$ cat src/rtl/ifetch_queue.sv
// Instruction fetch unit with a small in-order fetch queue. A fetch PC drives a
// combinational instruction memory; fetched words queue up for decode.
module ifetch_queue #(
  parameter int unsigned       XLEN     = 32,
  parameter int unsigned       DEPTH    = 4,
  parameter logic [XLEN-1:0]   RESET_PC = 32'h0000_0000,
  parameter int unsigned       PC_STEP  = 4
) (
  input  logic                       clk,
  input  logic                       reset,
  input  logic                       redirect_valid,
  input  logic [XLEN-1:0]            redirect_pc,
  output logic [XLEN-1:0]            imem_addr,
  input  logic [31:0]                imem_data,
  output logic                       out_valid,
  input  logic                       out_ready,
  output logic [XLEN-1:0]            out_pc,
  output logic [31:0]                out_instr,
  output logic [$clog2(DEPTH):0]     count
);

  localparam int unsigned PW = $clog2(DEPTH);
  localparam int unsigned CW = PW + 1;
  localparam logic [XLEN-1:0] STEP = XLEN'(PC_STEP);

  logic [XLEN-1:0] fpc_q, fpc_d;
  logic [PW-1:0]   head_q, head_d;
  logic [PW-1:0]   tail_q, tail_d;
  logic [CW-1:0]   count_q, count_d;

  logic [XLEN-1:0] pc_mem    [DEPTH];
  logic [31:0]     instr_mem [DEPTH];

  logic push;
  logic pop;
  logic wr_en;

  assign imem_addr = fpc_q;
  assign count     = count_q;
  assign out_valid = (count_q != '0) & ~redirect_valid;

  // Fullness is judged on the occupancy at the start of the cycle, so a pop
  // never frees a slot for a push in the same cycle.
  assign push  = ~redirect_valid & (count_q != CW'(DEPTH));
  assign pop   = out_valid & out_ready;
  assign wr_en = push & ~reset;

  assign out_pc    = out_valid ? pc_mem[head_q]    : '0;
  assign out_instr = out_valid ? instr_mem[head_q] : '0;

  always_comb begin
    fpc_d   = fpc_q;
    head_d  = head_q;
    tail_d  = tail_q;
    count_d = count_q;
    if (reset) begin
      fpc_d   = RESET_PC;
      head_d  = '0;
      tail_d  = '0;
      count_d = '0;
    end else if (redirect_valid) begin
      fpc_d   = redirect_pc;
      head_d  = '0;
      tail_d  = '0;
      count_d = '0;
    end else begin
      if (push) begin
        fpc_d  = fpc_q + STEP;
        tail_d = tail_q + PW'(1);
      end
      if (pop) begin
        head_d = head_q + PW'(1);
      end
      count_d = count_q + CW'(push) - CW'(pop);
    end
  end

  always_ff @(posedge clk) begin
    fpc_q   <= fpc_d;
    head_q  <= head_d;
    tail_q  <= tail_d;
    count_q <= count_d;
  end

  // Storage is deliberately not reset; count/head/tail define what is live.
  always_ff @(posedge clk) begin
    if (wr_en) begin
      pc_mem[tail_q]    <= fpc_q;
      instr_mem[tail_q] <= imem_data;
    end
  end

endmodule

$ cat config.mk
export PLATFORM = sky130hd
export DESIGN_NAME = ifetch_queue
export DESIGN_NICKNAME = d
export VERILOG_FILES = /design/src/rtl/ifetch_queue.sv
export SDC_FILE = /design/constraint.sdc
export NUM_CORES = 1
export LEC_CHECK = 0
export CAP_MARGIN = 30
export CORE_ASPECT_RATIO = 1.1
export CORE_MARGIN = 1
export CORE_UTILIZATION = 49
export CTS_CLUSTER_DIAMETER = 80
export DETAILED_ROUTE_END_ITERATION = 8
export GPL_TIMING_DRIVEN = 0
export HOLD_SLACK_MARGIN = 0.02
export PLACE_DENSITY = 0.76
export SLEW_MARGIN = 15
export SYNTH_ARGS = -nofsm -noshare
export SYNTH_HDL_FRONTEND = slang
export SYNTH_SLANG_ARGS = --single-unit
$ cat constraint.sdc
create_clock -name clk -period 3 [get_ports clk]
set_clock_uncertainty 0.15 [all_clocks]
set_input_delay 0.3 -clock clk [delete_from_list [all_inputs] [get_ports clk]]
set_output_delay 0.3 -clock clk [all_outputs]
set_load 0.02 [all_outputs]
; After elaboration in Yosys (flattened, before gate mapping)
; Memory sizes are Yosys's and may differ from the RTL's. A register that Yosys moved wholly into a read port is not among the register bits.
; Cells that the tools add are included.
[classes]
n_addsub = 5
n_eq_ne = 1
muxes = 10
n_bitwise = 6
reduce_logical = 3
[ops]
columns = cell, count
row1 = two-way mux 32 bit, 4
row2 = adder 32 x 3 -> 32 bit (second input constant), 1
row3 = two-way mux 2 bit, 4
row4 = adder 2 x 1 -> 2 bit (second input constant), 2
row5 = AND 1 bit, 4
row6 = adder 3 x 1 -> 3 bit, 1
row7 = != test 3 bit (second input constant), 1
row8 = nonzero test 3 bit, 1
row9 = subtractor 3 x 1 -> 3 bit, 1
row10 = two-way mux 1 bit, 2
row11 = NOT 1 bit, 2
row12 = nonzero test 2 bit, 1
row13 = OR reduction 2 bit, 1
[totals]
regBits = 39
ram_bits = 256
input_bits = 68
out_inout_bits = 100
wordCells = 31
mem_count = 2
[mem_list]
columns = name, words, width, read_ports, rd_ports_with_merged_regs, wr, line_no
row1 = instr_mem, 4, 32, 1, 1, 1, 32  ; logic [31:0] instr_mem [DEPTH];
row2 = pc_mem, 4, 32, 1, 1, 1, 31  ; logic [XLEN-1:0] pc_mem [DEPTH];

; Longest topological paths before layout
; Gate-level depths: netlist of the first run.
[logic_depth]
depth_word = 5
mapped_depth = 12

; Worst setup path before layout of the first run
; No wires, ideal clock.
[synth_path]
path_kind = register to register
start = reg count_q[1], in the netlist count[1]
end = mem instr_mem[0][0], enable pin
setup_ns = 0.429
arrival_ns = 2.704
path_slack_ns = -0.283
path_stages_with_launch = 5
n_path_buf = 2
period_less_slack_ns = 3.283
path_cell_list = dfxtp_1 > or3b_2 > buf_2 > clkbuf_1 > and3_1
[synth_via]
elab_chain_cells = 5
[synth_rtl]
columns = element, line_no
row1 = from (decl), 29  ; logic [CW-1:0] count_q, count_d;
row2 = from (signal assigned), 82  ; count_q <= count_d;
row3 = != test 3 bit, 44  ; assign push = ~redirect_valid & (count_q != CW'(DEPTH));
row4 = AND 1 bit, 44
row5 = AND 1 bit, 46  ; assign wr_en = push & ~reset;
row6 = two-way mux 1 bit, 87  ; if (wr_en) begin
row7 = two-way mux 1 bit (implied by the code), 89  ; instr_mem[tail_q] <= imem_data;
row8 = to (decl), 32
; No other way between the ends.

==> results_dict.tcl, run 1 <==
set metrics [dict create \
    portBuffers 166 \
    ir_drop_mv 0.3948 \
    status "finished clean" \
    maxSlewHeadroom_pct 51.12 \
    syn-num-nets 781 \
    dp_hpwl_um 16880 \
    period_minus_slack_ns 2.936 \
    syn_area_um2 12020 \
    crit_arrival_ns 2.49 \
    grt_pass1_wl_um 39740 \
    ys_ff_latch 297 \
    p_per_area_nw_per_um2 584.3 \
    dieArea_um2 25170 \
    critPathKind "reg -> out" \
    seq_area_frac_synth_pct 70.77 \
    critPathLaunchType "flip-flop" \
    gr-usage-met1_pct 28.15 \
    hold_viol_final 0 \
    worstPathRequired_ns 2.55 \
    antenna_cells 0 \
    place.gp.congestion 0.8230 \
    dr_total_vias 7009 \
    cts_tree "yes" \
    synth_compound_area_share_pct 3.309 \
    stdcell_count 1235 \
    clkTransAtPathRegs_ns 0.06 \
    ys.flop_type "edfxtp_1" \
    syn_inst 705 \
    vias_per_cell 5.675 \
    ys_warn_count 0 \
    syn_area_per_cell_um2 17.05 \
    max_freq_mhz 340.6 \
    grt_usage_pct 20.97 \
    drc 0 \
    drtAntennaViolNets 0 \
    htreeDepth 1 \
    fin_nets 983 \
    drv_slew 0 \
    grt_busiest_layer "met2" \
    cts_buffer_depth 3 \
    crit_chain "buf_6 > mux4_2 > and2_1 > clkdlybuf4s50_1" \
    finalCritPeriodShare_pct 97.87 \
    synth_simple_gate_area_share_pct 10.05 \
    dp_cells 1180 \
    path_max_fanout 10 \
    met2_usage_pct 35.00 \
    root_buffer "clkbuf_16" \
    core_um2 23840 \
    synth_top_family_by_area "multiplexers" \
    power_leakage_nw 5.134 \
    layout-drive-gt1-share_pct 16.77 \
    synth_xor_area_share_pct 0.8742 \
    fillers 1705 \
    final_area_um2 15260 \
    clkLatencyLatePin_ns 0.54 \
    use_met3_pct 3.324 \
    area_delta_synth_final_pct 26.89 \
    first_global_vias 7172 \
    rsz0062_at_grt "yes" \
    worst_slew_pin_slew_ns 0.7332 \
    antenna_found_initial 0 \
    synth_cell_types 50 \
    wirelength_um 25930 \
    dr.pass1.iters 5 \
    drt-initial-drc-count 440 \
    grt_overflow_total 0 \
    post_dp_cell_area_um2 14180 \
    slowest_delay_ns 0.53 \
    io_pins 168 \
    cts-buffers-inserted 29 \
    initial_utilization_pct 50.42 \
    cts.sinks 297 \
    synth_fa_ha_area_share_pct 0.8950 \
    grt_start_max_net_pins 50 \
    die_x_um 151.4 \
    setup_viol 0 \
    rows 59 \
    die-height_um 166.3 \
    avgRoutedWirePerCell_um 20.99 \
    async_reset_ff_share_pct 0 \
    hold_path_class "in -> reg" \
    synth_edf_count 256 \
    endpoint_kind "output port" \
    maxCapViolCount 0 \
    critPathSlowestCell "clkdlybuf4s50_1" \
    muxShareOfSynthArea_pct 12.16 \
]
[Yosys cell counts (8+ instances only)]
cell type,number,share of area (%)
clkbuf_1,29,0.91
nand4_1,11,0.57
nand2_1,22,0.69
buf_2,10,0.42
nor2_1,32,1.0
nand3_1,17,0.71
nor3_1,9,0.37
mux4_2,64,12
inv_1,19,0.59
a211oi_1,13,0.81
dfxtp_1,41,6.8
a311oi_1,8,0.58
edfxtp_1,256,64
and4_1,10,0.73
and2_1,68,3.5
[cell families (layout without fill, tap and decap cells)]
family          count (synthesis)  count (layout)
flops                         297             297
simple gates                  209             209
mux                            66              66
buf+inv                        59             284
compound gates                 54              54
xor+xnor                       12              12
fa+ha+maj                       8               8
[registers in the layout, indices dropped and copies added (netlist names), named ones only]
register,cells
instr_mem,128
pc_mem,128
imem_addr,32
count,3
head_q,2
tail_q,2
[report_power, final]
part           internal, mW  switching [mW]  total, mW
combinational         0.323           0.324      0.647
sequential             4.61           0.101       4.71
clock                  2.13            1.43       3.56
[path summary, 6_finish.rpt]
kind / start / end / slack (ns) / depth (start not counted)
max: flip-flop / out_pc[25] / 0.06 / 4
min: redirect_pc[2] / imem_addr[2] / 0.19 / 3
max reg2reg: count[2] / count[2] / 0.19 / 11
min reg2reg: tail_q[1] / tail_q[1] / 0.36 / 2
[metal layers]
| layer | wire length [um] | share of wire (%) | vias up |
|---|---|---|---|
| li1 | - | - | 3200 |
| met1 | 10860 | 42 | 3535 |
| met2 | 13010 | 50 | 235 |
| met3 | 1482 | 5.7 | 39 |
| met4 | 573 | 2.2 | 0 |
| met5 | 0 | 0 | - |
[critical path, delay by kind of cell (launching register included)]
family | cells | cell delay (ns)
buffers and inverters | 2 | 0.76
multiplexers | 1 | 0.52
flip-flops | 1 | 0.48
AND/OR/NAND/NOR | 1 | 0.18
[final cells by class]
| class | count | area (um2) | share of cell area, % |
|---|---|---|---|
| buffer | 38 | 237.7 | 1.558 |
| clock buffer | 46 | 819.5 | 5.372 |
| clock inverter | 8 | 122.6 | 0.8037 |
| inverter | 19 | 71.32 | 0.4675 |
| multi-input combinational | 349 | 3308 | 21.68 |
| sequential | 297 | 8517 | 55.83 |
| tap | 305 | 381.6 | 2.501 |
| timing repair buffer | 173 | 1798 | 11.79 |
[cell usage in the layout (no fill, tap or decap), drive strengths merged, types with 4 or more instances in the layout]
cell type,netlist,layout
nor4,7,7
dfxtp,41,41
a311oi,8,8
inv,19,20
xor2,5,5
xnor2,7,7
a21oi,6,6
dlymetal6s2s,0,9
nor3,9,9
nand4,11,11
clkdlybuf4s50,0,154
nand2,22,22
ha,7,7
clkbuf,29,72
nand3,17,17
and2,68,68
o21ai,7,7
clkinv,0,4
and3,7,7
nor2,32,32
a2111oi,8,8
mux4,64,64
buf,11,19
a211oi,13,13
and4,11,11
edfxtp,256,256
or3,9,9
[timing repair]
item / CTS / global route
hold buffers: 0 / 0
buffers inserted: 2 / 1
pin swaps: 0 / 1
endpoints found under the setup margin: 65 / 52
resized for setup: 42 / 16
[per-stage QoR]
step | hold slack, ns | setup TNS (ns) | utilization (%) | total power [mW] | worst slack (ns)
after floorplan | 0.2489 | 0 | - | 5.075 | 0.3204
after global placement | 0.3371 | -89.88 | 59.01 | 5.419 | -0.3410
after detailed placement | 0.3423 | -12.88 | 59.47 | 5.440 | -0.2516
after CTS | 0.1787 | 0 | 63.82 | 8.979 | 0.003889
after global routing | 0.2077 | -0.1774 | 63.98 | 9.197 | -0.02922
final | 0.1914 | 0 | 63.98 | 8.914 | 0.06384
(Power assumes the default switching activity.)
==> inputs of run 2 (changes only) <==
--- a/config.mk
+++ b/config.mk
@@ -7,7 +7,7 @@
 export LEC_CHECK = 0
 export CAP_MARGIN = 30
 export CORE_ASPECT_RATIO = 1.1
-export CORE_MARGIN = 1
+export CORE_MARGIN = 5
 export CORE_UTILIZATION = 49
 export CTS_CLUSTER_DIAMETER = 80
 export DETAILED_ROUTE_END_ITERATION = 8
==> run 2 against run 1 <==
Compared with the run above: cell area increased by 0.19%; register-to-register slack better by 0.02 ns; cell count grew 0.32%; core utilization is 1.1 points lower; hold slack improved by 0.0076 ns; fmax is 2.0% higher; setup slack improved by 0.059 ns; wire length up 1.9%; via count down 0.26%; combinational power decreased by 0.8%; critical path depth is the same; clock-buffer cell count shrank 12.
==> results_dict.tcl, run 2 (synthesized netlist as in run 1, its figures left out) <==
set metrics [dict create \
    clkTransAtPathRegs_ns 0.06 \
    die_x_um 159.4 \
    reg2reg_from "count[2]" \
    antenna_found_initial 0 \
    cts_buffer_depth 3 \
    critPathSlowestCell "mux4_2" \
    worstPathRequired_ns 2.55 \
    drc 0 \
    io_pins 168 \
    r2r_slack_ns 0.21 \
    grt_pass1_wl_um 40840 \
    power_leakage_nw 5.153 \
    drv_slew 0 \
    root_buffer "clkbuf_16" \
    worst_hold_path.endpoint "imem_addr[5]" \
    max_freq_mhz 347.5 \
    drt-initial-drc-count 486 \
    first_global_vias 7058 \
    htreeDepth 1 \
    antenna_cells 0 \
    place_ws_ns -0.3091 \
    crit_chain "buf_8 > mux4_2 > and2_1 > clkdlybuf4s50_1" \
    final_common_cell "edfxtp_1" \
    cts.sinks 297 \
    dr_total_vias 6991 \
    fin_ws_ns 0.1226 \
    layout-drive-gt1-share_pct 17.33 \
    area_delta_synth_final_pct 27.13 \
    grt_overflow_total 0 \
    maxSlewHeadroom_pct 54.49 \
    rsz0062_at_grt "yes" \
    finalCritPeriodShare_pct 95.91 \
    initial_utilization_pct 49.43 \
    endpoint_kind "output port" \
    dr.pass1.iters 5 \
    crit_arrival_ns 2.43 \
    dieArea_um2 27770 \
    layout_common_cells "edfxtp_1 (256), clkdlybuf4s50_1 (139), and2_1 (68), mux4_2 (64), dfxtp_1 (37)" \
    clkLatencyLatePin_ns 0.53 \
    grt_start_max_net_pins 45 \
    cts-buffers-inserted 29 \
    drtAntennaViolNets 0 \
    wirelength_um 26410 \
    hold_viol_final 0 \
    worst_slew_pin_slew_ns 0.6826 \
    fin_nets 984 \
    hold_path_depth 3 \
    stdcell_count 1239 \
    setup_viol 0 \
    critPathKind "reg -> out" \
    hp-start "redirect_pc[5]" \
    critPathLaunchType "flip-flop" \
    r2r_cells 11 \
    core_um2 24320 \
    vias_per_cell 5.642 \
    status "finished clean" \
    holdBufCountCts 0 \
    grt_usage_pct 18.70 \
    dp_hpwl_um 17380 \
    hold_path_class "in -> reg" \
    period_minus_slack_ns 2.877 \
    portBuffers 166 \
    maxCapViolCount 0 \
    ir_drop_mv 0.3377 \
    cts_tree "yes" \
    rows 60 \
    place.gp.congestion 0.8655 \
    die-height_um 174.3 \
    path_max_fanout 10 \
    r2r-end "count[2]" \
    slowest_delay_ns 0.53 \
    dp_cells 1185 \
    p_per_area_nw_per_um2 597.1 \
    avgRoutedWirePerCell_um 21.31 \
]
==> run 2: metal layers <==
metal  up-vias  track usage, %  wire length [um]
met4         0           4.550               486
met5         -               0                 0
li1       3209               -                 -
met1      3482           25.32             10930
met2       254           31.88             13400
met3        46           3.272              1588
==> run 2: worst max path at each step <==
stage / from / to / slack, ns / cells past startpoint
after global routing: count[2] / count[2] / -0.008 / 11
after detailed placement: redirect_valid / out_pc[25] / -0.31 / 6
after floorplan: count[2] / count[2] / 0.32 / 11
final: flip-flop / out_instr[17] / 0.12 / 4
after global placement: reset / instr_mem[0][23] / -0.36 / 3
after CTS: flip-flop / out_instr[5] / 0.01 / 4
==> run 2: metrics by stage <==
stage                     cell area (um2)  setup TNS [ns]  hold slack (ns)  total power [mW]  util (%)
final                               15280               0           0.1990             9.127     62.84
after floorplan                     12030               0           0.2489             5.075         -
after global routing                15280       -0.008481           0.2306             9.461     62.84
after global placement              14080          -97.66           0.3345             5.421     57.88
after detailed placement            14180          -12.74           0.3478             5.443     58.30
after CTS                           15260               0           0.1737             9.216     62.72
==> run 2: layout make-up <==
class,instances,area [um2]
Fill cell,1811,9039
Sequential cell,297,8516
Multi-Input combinational cell,349,3308
Timing Repair Buffer,174,1753
Clock buffer,34,754.5
Tap cell,310,387.9
Clock inverter,18,254.0
Buffer,38,240.2
Inverter,19,71.32
==> run 2: timing repair <==
action                     CTS  global route
gates resized for setup     61            10
setup buffers                4             0
setup endpoints to repair   64            35
==> run 2: power breakdown <==
group | total (mW) | internal, mW | switching (mW)
sequential | 4.71 | 4.61 | 0.0980
combinational | 0.642 | 0.316 | 0.326
clock | 3.78 | 2.32 | 1.46
total | 9.13 | 7.24 | 1.88
==> run 2: worst max-delay path: cells and delay by family (launching register included) <==
family,cells,cell delay (ns)
flops,1,0.46
buf+inv,2,0.73
mux,1,0.53
simple gates,1,0.17
==> inputs of run 3 (changes only) <==
--- a/config.mk
+++ b/config.mk
@@ -8,13 +8,15 @@
 export CAP_MARGIN = 30
 export CORE_ASPECT_RATIO = 1.1
 export CORE_MARGIN = 5
-export CORE_UTILIZATION = 49
+export CORE_UTILIZATION = 50
 export CTS_CLUSTER_DIAMETER = 80
 export DETAILED_ROUTE_END_ITERATION = 8
+export DONT_BUFFER_PORTS = 1
 export GPL_TIMING_DRIVEN = 0
 export HOLD_SLACK_MARGIN = 0.02
-export PLACE_DENSITY = 0.76
+export PLACE_DENSITY = 0.68
 export SLEW_MARGIN = 15
 export SYNTH_ARGS = -nofsm -noshare
 export SYNTH_HDL_FRONTEND = slang
 export SYNTH_SLANG_ARGS = --single-unit
+export TNS_END_PERCENT = 20
==> run 3 against run 2 <==
Compared with the run above: setup slack improved by 0.012 ns; die area fell by 1.9%; cell count fell by 8.5%; largest cell class unchanged.
==> results_dict.tcl, run 3 (synthesized netlist as in run 1, its figures left out) <==
set metrics [dict create \
    first_global_vias 7035 \
    seqCellArea_um2 8516 \
    initial_utilization_pct 50.74 \
    dp_hpwl_um 17400 \
    dieArea_um2 27250 \
    cts_tree "yes" \
    hold_path_depth 3 \
    portBuffers 0 \
    grt_pass1_wl_um 41180 \
    cts.sinks 297 \
    rsz0062_at_grt "no" \
    antenna_cells 0 \
    place.gp.congestion 0.8721 \
    core_um2 23700 \
    cts-buffers-inserted 30 \
    cts_buffer_depth 3 \
    antenna_found_initial 0 \
    grt_usage_pct 19.44 \
    post-route-util_pct 59.82 \
    finalCritPeriodShare_pct 95.51 \
    die-height_um 172.6 \
    root_buffer "clkbuf_16" \
    total_power_mw 8.799 \
    fillers 1749 \
    dr.pass1.iters 5 \
    critPathKind "reg -> reg" \
    hold_viol_final 0 \
    layout-drive-gt1-share_pct 18.34 \
    ir_drop_mv 0.3866 \
    status "finished clean" \
    htreeDepth 1 \
    io_pins 168 \
    wirelength_um 26630 \
    clkTransAtPathRegs_ns 0.06 \
    setup_viol 0 \
    maxSlewHeadroom_pct 49.59 \
    drtAntennaViolNets 0 \
    grt_overflow_total 0 \
    worstPathRequired_ns 3.26 \
    maxCapViolCount 0 \
    dr_total_vias 6756 \
    power_leakage_nw 4.614 \
    grt_start_max_net_pins 48 \
    final_common_cell "edfxtp_1" \
    fin_nets 881 \
    layout_common_cells "edfxtp_1 (256), and2_1 (68), dlygate4sd3_1 (66), mux4_2 (64), dfxtp_1 (35)" \
    clkLatencyLatePin_ns 0.54 \
    area_delta_synth_final_pct 17.90 \
    vias_per_cell 5.958 \
    multi_input_comb_area_um2 3301 \
    avgRoutedWirePerCell_um 23.48 \
    worst_slew_pin_slew_ns 0.7561 \
    max_freq_mhz 349.0 \
    path_max_fanout 10 \
    crit_arrival_ns 3.12 \
    drc 0 \
    endpoint_kind "flip-flop" \
    p_per_area_nw_per_um2 620.8 \
    drt-initial-drc-count 591 \
    hold_path_class "in -> reg" \
    period_minus_slack_ns 2.865 \
    r2r_cells 11 \
    critPathLaunchType "flip-flop" \
    die_x_um 157.9 \
    rows 59 \
    drv_slew 0 \
]
run 3: cell count changes in the layout (fill, tap and decap cells not counted), moves of 5 or more:
cell	before	now
bufinv_16	6	1
clkbuf_1	18	24
clkbuf_4	6	1
clkdlybuf4s50_1	139	0
dlygate4sd2_1	25	0
dlygate4sd3_1	0	66
run 3: area by class of cell:
type	instances	area share [%]
inverters	19	0.5031
plain buffers	38	1.183
clock buffers	40	6.073
flip-flops and latches	297	60.08
well taps	305	2.692
multi-input cells	349	23.29
repair buffers	70	5.437
clock inverters	16	0.7503
run 3: critical path, stage by stage, from the launching register on:
cell and delay (ns):
dfxtp_2 0.43, or3b_2 0.45, buf_2 0.20, clkbuf_2 0.21, nand2_1 0.11, ha_1 0.15, inv_1 0.06, ha_1 0.19
fa_1 0.38, xnor2_1 0.22, xnor2_1 0.14, nor2_1 0.05
run 3: metal layers:
| metal | vias to the layer above | global-route usage (%) | wire length, um |
|---|---|---|---|
| li1 | 3002 | - | - |
| met1 | 3408 | 25.65 | 10300 |
| met2 | 295 | 32.67 | 13550 |
| met3 | 51 | 5.125 | 2290 |
| met4 | 0 | 4.159 | 483 |
| met5 | - | 0 | 0 |
run 3: worst paths after layout:
path	startpoint	slack (ns)	end
worst max register to register	count[2]	0.13	count[2]
worst min register to register	tail_q[1]	0.38	tail_q[1]
worst max-delay path	count[2]	0.13	count[2]
worst min-delay path	reset	0.11	imem_addr[30]
run 3: stage by stage:
step                instances  setup TNS, ns  setup WS, ns  hold slack (ns)  instance area (um2)
finish                   1134              0        0.1347           0.1057                14170
global route             1134              0       0.02036           0.1145                14170
CTS                      1134              0       0.03918          0.05881                14170
detailed placement       1014        -0.1673       -0.1673           0.2490                12530
global placement         1010        -255.90        -1.652           0.2491                12410
floorplan                 705         -36.18       -0.2826           0.2489                12030
run 3: power by group:
part | switching (mW) | internal [mW]
clock network | 1.48 | 2.09
logic | 0.263 | 0.197
registers | 0.150 | 4.61
run 3: timing repair:
item | 4_1_cts | 5_1_grt
hold endpoints to repair | 166 | 0
hold buffers | 66 | 0
resized for setup | 12 | 4
buffers inserted | 0 | 0
setup endpoints to repair | 61 | 45
